<file path="config.mk">
export PLATFORM = sky130hd
export DESIGN_NAME = demux1x8_sched
export DESIGN_NICKNAME = d
export VERILOG_FILES = /design/src/rtl/demux1x8_sched.sv
export SDC_FILE = /design/constraint.sdc
export NUM_CORES = 1
export LEC_CHECK = 0
export CORE_MARGIN = 3
export CORE_UTILIZATION = 55
export DETAILED_ROUTE_END_ITERATION = 10
export PLACE_DENSITY = 0.8
export SYNTH_ARGS = -nofsm -noshare
export SYNTH_HDL_FRONTEND = slang
export SYNTH_SLANG_ARGS = --single-unit
</file>
<file path="constraint.sdc">
create_clock -name clk -period 3.7 [get_ports clk]
set_clock_uncertainty 0.1 [all_clocks]
set_input_delay 0.555 -clock clk [delete_from_list [all_inputs] [get_ports clk]]
set_output_delay 0.555 -clock clk [all_outputs]
set_load 0.005 [all_outputs]
</file>
<file path="src/rtl/demux1x8_sched.sv">
// Round-robin scheduler sharing one 1x8 demux among 8 requesters; grant held DWELL cycles, 1-clock req->gnt latency.
// Optional DEMUX_SCHED_FIXED_PRIO_EN: lowest set req index always wins instead of rotating.
module demux1x8_sched #(
    parameter int DWELL = 4,
    parameter int CNT_W = 8
) (
    input  logic       clk,
    input  logic       rst_n,
    input  logic       en,
    input  logic [7:0] req,
    input  logic       data_in,
    output logic [2:0] sel,
    output logic       demux_in,
    output logic [7:0] gnt,
    output logic       busy,
    output logic       done
);

    localparam logic [0:0] ST_IDLE  = 1'b0;
    localparam logic [0:0] ST_GRANT = 1'b1;
    localparam logic [CNT_W-1:0] CNT_LOAD = CNT_W'(DWELL - 1);

    logic [0:0]       state_q, state_d;
    logic [2:0]       sel_q, sel_d;
    logic [7:0]       gnt_q, gnt_d;
    logic [CNT_W-1:0] cnt_q, cnt_d;
    logic [2:0]       ptr_q, ptr_d;
    logic             done_q, done_d;

    logic [2:0] win_idx;
    logic [2:0] scan_idx;
    logic       start;

    // Scan from the far end of the search order so the last hit is the first in order.
    always_comb begin
        win_idx  = 3'd0;
        scan_idx = 3'd0;
`ifdef DEMUX_SCHED_FIXED_PRIO_EN
        for (int i = 7; i >= 0; i--) begin
            scan_idx = 3'(i);
            if (req[scan_idx]) win_idx = scan_idx;
        end
`else
        // Offset 8 wraps to ptr itself, so the previous holder is searched last.
        for (int i = 8; i >= 1; i--) begin
            scan_idx = ptr_q + 3'(i);
            if (req[scan_idx]) win_idx = scan_idx;
        end
`endif
    end

    assign start = en && (|req);

    always_comb begin
        state_d = state_q;
        sel_d   = sel_q;
        gnt_d   = gnt_q;
        cnt_d   = cnt_q;
        ptr_d   = ptr_q;
        case (state_q)
            ST_IDLE: begin
                if (start) begin
                    state_d = ST_GRANT;
                    sel_d   = win_idx;
                    gnt_d   = 8'd1 << win_idx;
                    cnt_d   = CNT_LOAD;
                    ptr_d   = win_idx;
                end
            end
            default: begin
                if (cnt_q != '0) begin
                    // A holder that lets go early shortens the dwell to one more cycle.
                    if (!req[sel_q]) cnt_d = '0;
                    else             cnt_d = cnt_q - CNT_W'(1);
                end else if (start) begin
                    sel_d = win_idx;
                    gnt_d = 8'd1 << win_idx;
                    cnt_d = CNT_LOAD;
                    ptr_d = win_idx;
                end else begin
                    state_d = ST_IDLE;
                    gnt_d   = 8'h00;
                end
            end
        endcase
        done_d = (state_d == ST_GRANT) && (cnt_d == '0);
    end

    always_ff @(posedge clk or negedge rst_n) begin
        if (!rst_n) begin
            state_q <= ST_IDLE;
            sel_q   <= 3'd0;
            gnt_q   <= 8'h00;
            cnt_q   <= '0;
            ptr_q   <= 3'd7;
            done_q  <= 1'b0;
        end else begin
            state_q <= state_d;
            sel_q   <= sel_d;
            gnt_q   <= gnt_d;
            cnt_q   <= cnt_d;
            ptr_q   <= ptr_d;
            done_q  <= done_d;
        end
    end

    assign busy     = (state_q == ST_GRANT);
    assign sel      = sel_q;
    assign gnt      = gnt_q;
    assign done     = done_q;
    assign demux_in = busy & data_in;

endmodule

</file>
==> impl_results.md <==
- Status: complete, no violations
- Clock Path Buffers: 2
- Critical Path RT: 3860 ps
- Slew Viols, Final: 0
- Crit path launch type: flip-flop
- Post-synthesis sequential area ratio: 0.313
- Post-route DRC: 0
- CTS tree: yes
- Yosys reg bits: 24
- DR pass1 iterations: 4
- CORE AREA: 3200 sq um
- Switching power: 0.00113 W
- Antenna viol nets, final: 0
- Pwr Total: 0.00230 W
- Initial antenna violation count: 0
- Setup Buffers After CTS: 0
- Worst skew pair latency: 310 ps
- # IOs: 26
- Avg WL per Cell: 17.9 microns
- Cell Pwr Density: 1030 nW/um^2
- Warnings, synthesis: 0
- Clock root cell: clkbuf_4
- Commonest cells in the netlist: nand2_1 (27), dfrtp_1 (21), o21ai_0 (20)
- Hold path depth: 2
- RSZ-0062 raised after global routing: false
- Sw frac: 0.489
- Die ar.: 4250 sq um
- Maximum vdd drop: 0.000543 V
- Most common cell in the netlist: nand2_1
- Worst Tran Pin Value: 1020 ps
- Number of max-cap violations: 0
- Syn avg cell area: 9.46 sq um
- Comb power frac: 0.729
- First-pass GRT wire length: 8.27 mm
- Final WL: 4.87 mm
- R2r setup slk: 470 ps
- Total track usage: 0.244
- Async set-reset flop share out of synthesis: 1.00
- RR Endpoint: gnt[1]
- Cells after Synth: 204
- Setup crit end kind: flip-flop
- Nets@finish: 245
- Worst Hold End: gnt[4]
- Site Rows: 20
- Vias in the first global route: 1804
- PortBufs: 25
- Top_reg_cell synth: dfrtp_1
- Setup-failing EPs final: 0
- Yosys top cell area share: 0.272
- Largest net degree at the start of global routing: 25
- Setup TNS: 0 ps
- EDFF count, synth: 0
- CTS Hold Bufs: 0
- DR vias: 1786
- Count of cell types in the netlist: 44
- Final worst setup slack: 475 ps
- Worst hold path startpoint: gnt[4]
- Critical R2R Launch: ptr_q[1]
- Worst Path Arrival: 3380 ps
- Clk pwr share: 0.058
- Fraction of layout cells with a size suffix above 1: 0.145
- CP Max Fanout: 8
- Die H: 65.2 microns
- Final hold vios: 0
- Gr ovfl total: 0
- DP Wirelength: 3.69 mm
- Worst slew margin: 0.315
- Final min period: 3230 ps
- Final-layout fill cell count: 260
- Depth of the CTS H-tree: 1
- Tcrit/Tclk final: 0.872
- CTS Buf Count: 3
- Internal power: 0.00118 W
- Sequential share of power: 0.213
- Slowest CP cell: mux4_2
- Initial Util: 0.602
- Routability cong.: 0.924
- Detailed Route Iter0 Violations: 215
- Post-Syn Area: 1930 sq um
- Area leader, netlist: dfrtp_1
- Critical-path cell list: inv_2, ha_1, mux4_2, mux2_4, a32oi_1, and3_1, a32oi_2, nor3_1, a22o_1
- Max stage delay on crit path: 610 ps
- Antenna cells: 0
- Hold/Removal Path Class: flip-flop to flip-flop
- Reg2Reg Depth: 9
- Fmax achieved: 0.310 GHz
- Net Count, Synth: 220
- Routed vias/inst: 6.57
- Hold Slack: 399 ps
- Pre-CTS setup slack: 504 ps
- Post-cts gate resize count: 0
- Synth top area cells: dfrtp_1 (27%), mux4_2 (14%), mux2i_1 (5.7%)
- Die W: 65.2 microns
- CTS clock-pin slew for the worst setup and hold paths: 120 ps
- Leak: 0.917 nW
- CTS sink count: 24
- Layout area overhead: 16.1%
- Critical setup path kind: flip-flop to flip-flop
-- critical path: cells and delay by family, from the launching register on --
kind	cells	cell delay (ps)
compound gates	3	510
fa+ha+maj	1	490
buf+inv	1	90
flops	1	560
mux	2	930
simple gates	2	490
-- metrics by stage --
stage	utilization	cells	cell area, sq um
after floorplan	-	204	1930
after global placement	0.688	268	2200
after detailed placement	0.688	268	2200
after CTS	0.700	272	2240
after global routing	0.700	272	2240
final	0.700	272	2240
-- worst max path at each step --
stage | startpoint | end | slack, ps
2_1_floorplan | ptr_q[0] | gnt[2] | 500
3_3_place_gp | ptr_q[1] | gnt[1] | 540
3_5_place_dp | ptr_q[1] | gnt[0] | 500
4_1_cts | ptr_q[1] | gnt[1] | 480
5_1_grt | ptr_q[1] | gnt[3] | 280
6_report | ptr_q[1] | gnt[1] | 470
-- sequential cells by signal, indices dropped and copies added (netlist names) --
| name | count |
|---|---|
| busy | 1 |
| done | 1 |
| cnt_q | 8 |
| sel | 3 |
| gnt | 8 |
| ptr_q | 3 |
-- power by group through the flow --
| stage | combinational (W) | clock, W | sequential, W |
|---|---|---|---|
| after floorplan | 0.00128 | 0 | 0.000451 |
| after global routing | 0.00185 | 0.000144 | 0.000508 |
| after CTS | 0.00166 | 0.000137 | 0.000486 |
| after global placement | 0.00159 | 0 | 0.000481 |
| after detailed placement | 0.00165 | 0 | 0.000491 |
| final | 0.00168 | 0.000135 | 0.000490 |
-- placed cells by master, fill, tap and decap left out, types with 2 or more instances in the layout --
cell / count
a21o_1: 3
a211o_1: 3
nor4_1: 3
a32oi_1: 2
o211ai_1: 2
a221oi_1: 2
xnor2_1: 2
a21oi_1: 9
clkdlybuf4s50_1: 25
nand3_1: 5
inv_1: 8
inv_2: 2
or3_1: 2
o31ai_1: 2
mux2_2: 5
nand2b_1: 4
dfstp_2: 3
mux2i_1: 11
mux4_2: 12
dfrtp_1: 21
nor2b_1: 2
nor2_1: 12
a31oi_1: 3
a22o_1: 4
nand4_1: 2
buf_4: 4
clkbuf_4: 3
nor3_1: 4
ha_1: 4
xor2_1: 2
nand2_1: 27
o21ai_0: 20
o21ai_1: 3
-- cells by family (layout without fill, tap and decap cells) --
family	count (synthesis)	after routing	share of synthesized area
muxes	29	29	0.234
buffers and inverters	19	43	0.0506
DFF	24	24	0.313
xor gates and xnor gates	4	4	0.0182
and+or+nand+nor	64	64	0.154
AOI/OAI and AO/OA	60	60	0.204
adders and majority gates	4	4	0.0259
-- final cells by class --
cell class | count | area (sq um) | share of cell area
Clock buffer | 4 | 36.3 | 0.0162
Inverter | 10 | 37.5 | 0.0168
Multi-Input combinational cell | 161 | 1230 | 0.548
Sequential cell | 24 | 604 | 0.270
Tap cell | 44 | 55.1 | 0.0246
Timing Repair Buffer | 29 | 280 | 0.125
-- routing by layer --
layer | vias to the layer above | routed length [microns] | GRT usage
met4 | 0 | 72 | 0.0907
met1 | 866 | 2120 | 0.334
met5 | - | 0 | 0
met2 | 89 | 2350 | 0.396
met3 | 12 | 326 | 0.0308
li1 | 819 | - | -
Note: power is estimated with default switching activity, not from simulation.
